<file path="config.mk">
export PLATFORM = sky130hd
export DESIGN_NAME = apb_sin_sweep_master
export DESIGN_NICKNAME = d
export VERILOG_FILES = /design/src/rtl/apb_sweep_pkg.sv /design/src/rtl/apb_sin_sweep_master_sample_fifo.sv /design/src/rtl/apb_sin_sweep_master.sv
export SDC_FILE = /design/constraint.sdc
export NUM_CORES = 1
export LEC_CHECK = 0
export CELL_PAD_IN_SITES_DETAIL_PLACEMENT = 1
export CELL_PAD_IN_SITES_GLOBAL_PLACEMENT = 2
export CORE_MARGIN = 2
export CORE_UTILIZATION = 36
export CTS_CLUSTER_DIAMETER = 60
export DETAILED_ROUTE_END_ITERATION = 8
export PLACE_DENSITY_LB_ADDON = 0.1
export SETUP_SLACK_MARGIN = 0.2
export SYNTH_ARGS = -nofsm -noshare
export SYNTH_HDL_FRONTEND = slang
export SYNTH_SLANG_ARGS = --single-unit
</file>
<file path="constraint.sdc">
create_clock -name PCLK -period 8.9 [get_ports PCLK]
set_input_delay 1.335 -clock PCLK [delete_from_list [all_inputs] [get_ports PCLK]]
set_output_delay 1.335 -clock PCLK [all_outputs]
set_load 0.01 [all_outputs]
</file>
<file path="src/rtl/apb_sweep_pkg.sv">
// Shared types and defaults for the APB sin-sweep master.
// Latency: n/a (types and constants only).
// Backpressure: n/a.
package apb_sweep_pkg;

    typedef enum logic [2:0] {
        IDLE,
        SPACE,
        W_SETUP,
        W_ACCESS,
        R_SETUP,
        R_ACCESS
    } state_t;

    localparam logic [31:0] DEF_CTRL_ADDR = 32'h0000_0000;
    localparam logic [31:0] DEF_OUT_ADDR  = 32'h0000_0004;

    // APB select is high for both phases of either transfer.
    function automatic logic is_selected(input state_t s);
        return (s == W_SETUP) || (s == W_ACCESS) || (s == R_SETUP) || (s == R_ACCESS);
    endfunction

    function automatic logic is_access(input state_t s);
        return (s == W_ACCESS) || (s == R_ACCESS);
    endfunction

endpackage

</file>
<file path="src/rtl/apb_sin_sweep_master_sample_fifo.sv">
// Sample buffer between the APB read path and the sample stream.
// Latency: push visible at head the cycle after the push edge (first-word-fall-through).
// Backpressure: full is reported to the writer; push while full is dropped unless a pop frees a slot.
//
// Ports: clk/rst (async, active-high), push/push_dat in, pop in, pop_dat (head) out,
//        full/empty/count status out.
module sample_fifo #(
    parameter int DEPTH = 4,
    parameter int WIDTH = 32
) (
    input  logic                   clk,
    input  logic                   rst,
    input  logic                   push,
    input  logic [WIDTH-1:0]       push_dat,
    input  logic                   pop,
    output logic [WIDTH-1:0]       pop_dat,
    output logic                   full,
    output logic                   empty,
    output logic [$clog2(DEPTH):0] count
);

    localparam int AW = $clog2(DEPTH);
    localparam int CW = AW + 1;

    logic [WIDTH-1:0] mem_q [DEPTH];
    logic [WIDTH-1:0] mem_d [DEPTH];
    logic [AW-1:0]    wr_ptr_q, wr_ptr_d;
    logic [AW-1:0]    rd_ptr_q, rd_ptr_d;
    logic [CW-1:0]    cnt_q, cnt_d;
    logic             do_push;
    logic             do_pop;

    assign full    = (cnt_q == CW'(DEPTH));
    assign empty   = (cnt_q == '0);
    assign count   = cnt_q;
    assign pop_dat = mem_q[rd_ptr_q];

    // A pop in the same cycle frees the slot a push needs when full.
    assign do_pop  = pop && !empty;
    assign do_push = push && (!full || do_pop);

    always_comb begin
        mem_d    = mem_q;
        wr_ptr_d = wr_ptr_q;
        rd_ptr_d = rd_ptr_q;
        if (do_push) begin
            mem_d[wr_ptr_q] = push_dat;
            wr_ptr_d        = wr_ptr_q + AW'(1);
        end
        if (do_pop) begin
            rd_ptr_d = rd_ptr_q + AW'(1);
        end
        cnt_d = cnt_q + CW'(do_push) - CW'(do_pop);
    end

    always_ff @(posedge clk or posedge rst) begin
        if (rst) begin
            for (int i = 0; i < DEPTH; i++) begin
                mem_q[i] <= '0;
            end
            wr_ptr_q <= '0;
            rd_ptr_q <= '0;
            cnt_q    <= '0;
        end else begin
            mem_q    <= mem_d;
            wr_ptr_q <= wr_ptr_d;
            rd_ptr_q <= rd_ptr_d;
            cnt_q    <= cnt_d;
        end
    end

endmodule

</file>
<file path="src/rtl/apb_sin_sweep_master.sv">
// APB master sweeping n over a range: write n to CTRL_ADDR, read OUT_ADDR, buffer result.
// Latency: start at c0 -> W_SETUP c1, R_ACCESS c4, smp_valid c5; 4 cycles/sample zero-wait.
// Backpressure: full sample buffer parks the FSM in SPACE; slow PREADY stretches ACCESS up to TIMEOUT.
//
// Ports: PCLK/PRESET (async, active-high); start/n_start/n_count control in;
//        busy/done/err status out; APB master PSEL..PWDATA out, PRDATA/PREADY in;
//        sample stream smp_valid/smp_data out, smp_ready in.
module apb_sin_sweep_master
    import apb_sweep_pkg::*;
#(
    parameter logic [31:0] CTRL_ADDR  = DEF_CTRL_ADDR,
    parameter logic [31:0] OUT_ADDR   = DEF_OUT_ADDR,
    parameter int          FIFO_DEPTH = 4,
    parameter int          TIMEOUT    = 16
) (
    input  logic        PCLK,
    input  logic        PRESET,
    input  logic        start,
    input  logic [31:0] n_start,
    input  logic [15:0] n_count,
    output logic        busy,
    output logic        done,
    output logic        err,
    output logic        PSEL,
    output logic        PENABLE,
    output logic        PWRITE,
    output logic [31:0] PADDR,
    output logic [31:0] PWDATA,
    input  logic [31:0] PRDATA,
    input  logic        PREADY,
    output logic        smp_valid,
    input  logic        smp_ready,
    output logic [31:0] smp_data
);

    localparam int CW = $clog2(FIFO_DEPTH) + 1;
    localparam int TW = $clog2(TIMEOUT + 1);

    state_t        state_q, state_d;
    logic [31:0]   n_q, n_d;
    logic [15:0]   rem_q, rem_d;
    logic [TW-1:0] tmo_q, tmo_d;
    logic          busy_q, busy_d;
    logic          done_q, done_d;
    logic          err_q, err_d;
    logic [31:0]   paddr_q, paddr_d;
    logic [31:0]   pwdata_q, pwdata_d;
    logic          pwrite_q, pwrite_d;

    logic          fifo_push;
    logic          fifo_pop;
    logic          fifo_full;
    logic          fifo_empty;
    logic [CW-1:0] fifo_cnt;
    logic          space_after_push;
    logic          tmo_expired;
    logic          abort;

    sample_fifo #(
        .DEPTH (FIFO_DEPTH),
        .WIDTH (32)
    ) u_fifo (
        .clk      (PCLK),
        .rst      (PRESET),
        .push     (fifo_push),
        .push_dat (PRDATA),
        .pop      (fifo_pop),
        .pop_dat  (smp_data),
        .full     (fifo_full),
        .empty    (fifo_empty),
        .count    (fifo_cnt)
    );

    assign fifo_pop  = smp_valid && smp_ready;
    assign smp_valid = !fifo_empty;

    // Occupancy after this cycle's push and any concurrent pop; decides whether
    // the next write may start immediately or must wait in SPACE.
    assign space_after_push = (fifo_cnt + CW'(1) - CW'(fifo_pop)) < CW'(FIFO_DEPTH);

    // This is the TIMEOUT-th PREADY-low cycle of the current ACCESS phase.
    assign tmo_expired = (tmo_q == TW'(TIMEOUT - 1));

    // Select/enable decode straight from the state flop so an async reset
    // drops them in the same cycle.
    assign PSEL    = is_selected(state_q);
    assign PENABLE = is_access(state_q);
    assign PWRITE  = pwrite_q;
    assign PADDR   = paddr_q;
    assign PWDATA  = pwdata_q;
    assign busy    = busy_q;
    assign done    = done_q;
    assign err     = err_q;

    always_comb begin
        state_d   = state_q;
        n_d       = n_q;
        rem_d     = rem_q;
        tmo_d     = tmo_q;
        busy_d    = busy_q;
        done_d    = 1'b0;
        err_d     = err_q;
        paddr_d   = paddr_q;
        pwdata_d  = pwdata_q;
        pwrite_d  = pwrite_q;
        fifo_push = 1'b0;
        abort     = 1'b0;

        case (state_q)
            IDLE: begin
                if (start) begin
                    n_d   = n_start;
                    rem_d = n_count;
                    err_d = 1'b0;
                    if (n_count == 16'd0) begin
                        done_d = 1'b1;
                    end else begin
                        busy_d  = 1'b1;
                        state_d = fifo_full ? SPACE : W_SETUP;
                    end
                end
            end
            SPACE: begin
                if (!fifo_full) begin
                    state_d = W_SETUP;
                end
            end
            W_SETUP: begin
                state_d = W_ACCESS;
                tmo_d   = '0;
            end
            W_ACCESS: begin
                if (PREADY) begin
                    state_d = R_SETUP;
                end else if (tmo_expired) begin
                    abort = 1'b1;
                end else begin
                    tmo_d = tmo_q + TW'(1);
                end
            end
            R_SETUP: begin
                state_d = R_ACCESS;
                tmo_d   = '0;
            end
            R_ACCESS: begin
                if (PREADY) begin
                    fifo_push = 1'b1;
                    n_d       = n_q + 32'd1;
                    rem_d     = rem_q - 16'd1;
                    if (rem_q == 16'd1) begin
                        state_d = IDLE;
                        busy_d  = 1'b0;
                        done_d  = 1'b1;
                    end else begin
                        state_d = space_after_push ? W_SETUP : SPACE;
                    end
                end else if (tmo_expired) begin
                    abort = 1'b1;
                end else begin
                    tmo_d = tmo_q + TW'(1);
                end
            end
            default: begin
                state_d = IDLE;
            end
        endcase

        // Abort keeps whatever samples are already buffered.
        if (abort) begin
            state_d = IDLE;
            busy_d  = 1'b0;
            done_d  = 1'b1;
            err_d   = 1'b1;
        end

        // Address-phase fields are loaded on entry to SETUP and then held,
        // which keeps them stable across ACCESS and while the bus is idle.
        if ((state_d == W_SETUP) && (state_q != W_SETUP)) begin
            paddr_d  = CTRL_ADDR;
            pwrite_d = 1'b1;
            pwdata_d = n_d;
        end
        if ((state_d == R_SETUP) && (state_q != R_SETUP)) begin
            paddr_d  = OUT_ADDR;
            pwrite_d = 1'b0;
        end
    end

    always_ff @(posedge PCLK or posedge PRESET) begin
        if (PRESET) begin
            state_q  <= IDLE;
            n_q      <= '0;
            rem_q    <= '0;
            tmo_q    <= '0;
            busy_q   <= 1'b0;
            done_q   <= 1'b0;
            err_q    <= 1'b0;
            paddr_q  <= '0;
            pwdata_q <= '0;
            pwrite_q <= 1'b0;
        end else begin
            state_q  <= state_d;
            n_q      <= n_d;
            rem_q    <= rem_d;
            tmo_q    <= tmo_d;
            busy_q   <= busy_d;
            done_q   <= done_d;
            err_q    <= err_d;
            paddr_q  <= paddr_d;
            pwdata_q <= pwdata_d;
            pwrite_q <= pwrite_d;
        end
    end

endmodule

</file>
# Word-level counts from Yosys, hierarchy flattened
# Cells that the tools add are included.
[totals]
in_bits = 85
word_cells = 129
regBits = 259
[op_classes]
order_cmp = 4
n_eq_ne = 20
n_addsub = 9
bitwise = 2
n_mux = 49
reduce_logical = 28
[op_table]
columns = ["op", "n"]
rows = [
  ["two-way mux 32 bit", 7],
  ["bitwise mux 128 bit", 1],
  ["binary-select mux 32 bit (select 2 bit)", 1],
  ["demux 32 bit (select 2 bit)", 1],
  ["case mux 32 bit (2 select lines)", 1],
  ["adder 32 x 1 -> 32 bit, second input constant", 1],
  ["two-way mux 16 bit", 2],
  ["case mux 16 bit (2 select lines)", 1],
  ["two-way mux 1 bit", 20],
  ["two-way mux 3 bit", 6],
  ["case mux 3 bit (6 select lines)", 1],
  ["equality test 16 x 1 -> 1 bit, second input constant", 1],
  ["zero test 16 bit", 1],
  ["subtractor 16 x 1 -> 16 bit, second input constant", 1],
  ["equality test 3 bit, second input constant", 4],
  ["!= test 3 bit, second input constant", 4],
  ["two-way mux 5 bit", 2],
  ["case mux 5 bit (2 select lines)", 1],
  ["nonzero test 2 bit", 5],
  ["equality test 3 x 2 -> 1 bit, second input constant", 3],
  ["!= test 2 bit, second input constant", 4],
  ["greater-or-equal comparator 3 bit, second input constant", 2],
  ["logical AND 1 bit", 6],
  ["zero test 3 bit", 2],
  ["20 further kinds", 34],
]

# Longest topological paths before layout
[depth]
word_depth = 14
ltp_mapped = 10
depth_no_buf = 10

# By module
# From an unflattened synthesis, not the netlist that was laid out.
[hier_totals]
hier_cells = 905
hier_area_um2 = 11274.6
[modules_own_cells]
columns = ["module", "cells_each", "area_each_um2", "instances", "seq_area_each_um2"]
rows = [
  ["sample_fifo", 348, 5968.2, 1, 3378.2],
  ["apb_sin_sweep_master", 557, 5306.3, 1, 2327.2],
]

# Worst setup path after synthesis
# OpenSTA, ideal clock, no wires.
[synth_timing]
kind = "input-to-reg"
startpoint = "in smp_ready"
endpoint = "reg pwdata_q[10], in the netlist PWDATA[10]"
t_arrival_ps = 3073
slack_ps = 5702
path_stages = 9
cell_sequence = "nand2_1 > ha_1 > a21bo_2 > nand4_1 > o22ai_1 > a31oi_1 > nor4_4 > buf_6 > mux2_4"
[synth_between]
elab_chain_cells = 10
[synth_lines]
columns = ["element", "line", "source"]
rows = [
  ["start, declared", "apb_sin_sweep_master.sv:32", "input logic smp_ready,"],
  ["logical AND 1 bit", "apb_sin_sweep_master.sv:74", "assign fifo_pop = smp_valid && smp_ready;"],
  ["subtractor 3 x 1 -> 3 bit", "apb_sin_sweep_master.sv:79", "assign space_after_push = (fifo_cnt + CW'(1) - CW'(fifo_pop)) < CW'(FIFO_DEPTH);"],
  ["less-than comparator 3 bit", "apb_sin_sweep_master.sv:79", ""],
  ["two-way mux 2 bit", "apb_sin_sweep_master.sv:155", "state_d = space_after_push ? W_SETUP : SPACE;"],
  ["two-way mux 2 bit", "apb_sin_sweep_master.sv:150", "if (rem_q == 16'd1) begin"],
  ["two-way mux 3 bit", "apb_sin_sweep_master.sv:146", "if (PREADY) begin"],
  ["case mux 3 bit (6 select lines)", "apb_sin_sweep_master.sv:109", "case (state_q)"],
  ["two-way mux 3 bit", "apb_sin_sweep_master.sv:169", "if (abort) begin"],
  ["equality test 3 x 2 -> 1 bit", "apb_sin_sweep_master.sv:178", "if ((state_d == W_SETUP) && (state_q != W_SETUP)) begin"],
  ["logical AND 1 bit", "apb_sin_sweep_master.sv:178", ""],
  ["end signal, assigned", "apb_sin_sweep_master.sv:210", "pwdata_q <= pwdata_d;"],
  ["end, declared", "apb_sin_sweep_master.sv:47", "logic [31:0] pwdata_q, pwdata_d;"],
]
# Every way passes these cells.
# A chain may end at the register's enable or synchronous reset.

# Worst setup path after layout
[layout_timing]
startpoint = "reg u_fifo.rd_ptr_q[1]"
endpoint = "out smp_data[2]"
[layout_between]
elab_chain_cells = 4
[layout_lines]
columns = ["element", "line", "source"]
rows = [
  ["start, declared", "apb_sin_sweep_master_sample_fifo.sv:28", "logic [AW-1:0] rd_ptr_q, rd_ptr_d;"],
  ["start signal, assigned", "apb_sin_sweep_master_sample_fifo.sv:67", "rd_ptr_q <= rd_ptr_d;"],
  ["inverter 2 -> 3 bit (not written as such)", "apb_sin_sweep_master_sample_fifo.sv:36", "assign pop_dat = mem_q[rd_ptr_q];"],
  ["binary-select mux 32 bit (select 2 bit)", "apb_sin_sweep_master_sample_fifo.sv:36", ""],
  ["two-way mux 32 bit (not written as such) (2 in a row)", "apb_sin_sweep_master_sample_fifo.sv:36", ""],
  ["end, declared", "apb_sin_sweep_master.sv:33", "output logic [31:0] smp_data"],
]
# Every way passes these cells. The select of a mux whose other input is x is not followed.

==> reports/metrics.cfg <==
[cells_and_area]
layout_common_cells=dfrtp_1, clkdlybuf4s50_1, mux2_2
utilization_pct=45.6
fin_nets=1142
drive_above_1_share_pct=25.0
seq_area_sq_um=5710
areaGrowthSynthToFinish_pct=24.4
diodes=0
multi_input_area_sq_um=5080
design_area_sq_um=14000
final_common_cell=dfrtp_1
fillers=3213

[drt]
vias_per_cell=5.26
route.met3.wl_mm=1.05
ant_nets=0
route.detailed.drc=0
top_layer=met4
wl_mm=28.4
via_count=7677
route.met2.wl_mm=13.1
drt_pass1_iterations=4
drtIter0Drc=399
wl_per_cell_um=19.5
wl_met1_mm=13.9

[power_and_ir_drop]
power_leakage_nw=6.20
cellPowerDensity_nw_per_um2=334
p_comb_share_pct=37.9
p_switching_mw=1.55
peakVddDrop_mv=0.172
clockPowerShare_pct=24.4
switching_share_pct=33.1
p_int_mw=3.12
finalPower_mw=4.67
p_seq_share_pct=37.7

[hold_path]
worstHoldStart=err$_DFFE_PP0P_
hold_class=flip-flop to flip-flop
hold_path_depth=1
holdPathEnd=err$_DFFE_PP0P_

[clock_network]
cts_hold_buf=0
cts_resized=0
cts_buffers=30
cts_sinks=228
cts_buffer_depth=3
clock_latency_ns=0.54
path_clk_slew_ns=0.05
cts-root-buf=clkbuf_16
postCtsSetupBuffers=0
h-tree-depth=1
cts_tree=done

[worst_setup_path]
critPathCaptureType=primary output
cp.arrival_ns=2.82
rrSetupSlack_ns=5.57
reg2reg_from=u_fifo.count[1]$_DFF_PP0_
crit_fanout=21
reg2reg_depth=10
timing.rr.end=PWDATA[31]$_DFFE_PP0P_
startpoint_type=flip-flop
worst-setup-path-type=flip-flop to primary output
worst_ep_required_time_ns=7.57

[placed_design]
gp_congestion=0.717
post-dp-hpwl_mm=18.1
place_area_sq_um=13000
portBuffers=156
post-place-ws_ns=4.45

[synthesis]
synth-edff-count=0
syn_inst=897
synth_area_per_cell_sq_um=12.5
synthDistinctLibCells=63
ys.warnings.count=0
synth-seq-cells=228
yosysSeqAreaShare_pct=50.8
synth_flop_cell=dfrtp_1
synth_area_sq_um=11200
synth-async-reset-ratio_pct=100

[timing]
slew_viol_final=0
finalSetupTns_ns=0
rsz0062_at_grt=false
hold_violations=0
slew_headroom_pct=38.6
tightest_slew_ns=0.920
fmax_ghz=0.241
setup_viol=0
clock_skew_ns=0.00893
fin_crit_sh_pct=46.6
period_needed_ns=4.15
setup_slack_ns=4.75

[global_routing]
grtUsageTotal_pct=17.6
grt_pass1_vias=8083
grt_antenna_before_repair=0
grt_max_degree=128
grt_pass1_wl_mm=46.5
grt_overflow=0

[floorplanning]
die_area_sq_um=32600
rows=64
die_w_um=181
start_util_pct=36.6
die_y_um=181
core_area_sq_um=30700
io_pins=188

[job]
drv_cap=0

[outcome]
status=completed

worst max path at each step:
stage,startpoint,end,slack (ns),cells after the start
after floorplan,PRESET,PADDR[2]$_DFFE_PP0P_,1.32,1
after global placement,n_count[3],PWDATA[29]$_DFFE_PP0P_,4.51,8
after detailed placement,PREADY,PWDATA[25]$_DFFE_PP0P_,4.45,7
after CTS,u_fifo.rd_ptr_q[1]$_DFFE_PP0P_,smp_data[2],4.62,3
after global routing,u_fifo.rd_ptr_q[1]$_DFFE_PP0P_,smp_data[2],4.55,3
final,u_fifo.rd_ptr_q[1]$_DFFE_PP0P_,smp_data[2],4.75,3
routing by layer:
layer | vias up | track usage [%]
li1 | 3562 | -
met1 | 3933 | 26.0
met2 | 148 | 27.5
met3 | 34 | 2.49
met4 | 0 | 4.03
met5 | - | 0
critical path, cell delays in order (launching register included):
cell and delay, ns:
dfrtp_2 0.66, buf_4 0.51, mux4_2 0.57, clkdlybuf4s50_1 0.53
power by group through the flow:
stage | Combinational (mW) | Sequential, mW | Clock [mW]
3_3_place_gp | 1.77 | 1.76 | 0
4_1_cts | 1.81 | 1.76 | 1.18
6_report | 1.77 | 1.76 | 1.14
3_5_place_dp | 1.80 | 1.77 | 0
5_1_grt | 1.94 | 1.83 | 1.22
2_1_floorplan | 1.23 | 1.67 | 0
cells by family after synthesis:
group                    share of synthesized area (%)
flip-flops                                        50.8
AND/OR/NAND/NOR                                   9.99
multiplexers                                      23.7
AO/OA/AOI/OAI                                     8.41
buffers and inverters                             5.07
adder cells (fa/ha/maj)                           1.51
XOR/XNOR                                         0.546
other                                           0.0334
Yosys cell counts (14+ instances only):
cell type / n / share of area (%)
nor2_1: 29 / 0.97
a21oi_1: 27 / 1.2
inv_1: 18 / 0.60
nand2_1: 70 / 2.3
dfrtp_1: 228 / 51
clkbuf_1: 21 / 0.70
buf_4: 32 / 2.1
nand3_1: 24 / 1.1
buf_2: 23 / 1.0
mux4_2: 32 / 6.4
mux2_4: 28 / 3.7
o311ai_0: 14 / 1.1
mux2_2: 132 / 13
o21ai_0: 40 / 1.8
state kept, by name (all words and copies together) (netlist names):
name             flops
rem_q               16
tmo_q                5
u_fifo.rd_ptr_q      2
PWRITE               1
u_fifo.count         3
state_q              3
u_fifo.mem_q       128
busy                 1
err                  1
PADDR                1
u_fifo.wr_ptr_q      2
n_q                 32
done                 1
PWDATA              32
area by class of cell:
class,instances,share of cell area [%]
sequential,228,40.8
multi-input combinational,595,36.4
timing repair buffer,171,12.0
clock buffer,41,6.03
tap,396,3.55
clock inverter,10,0.716
inverter,18,0.537
per-stage QoR:
step           std cells  hold slack [ns]
3_3_place_gp        1408            0.464
4_1_cts             1459            0.486
6_report            1459            0.481
2_1_floorplan        927            0.464
3_5_place_dp        1408            0.473
5_1_grt             1459            0.500
No activity file was read; power rests on OpenSTA's default activity.
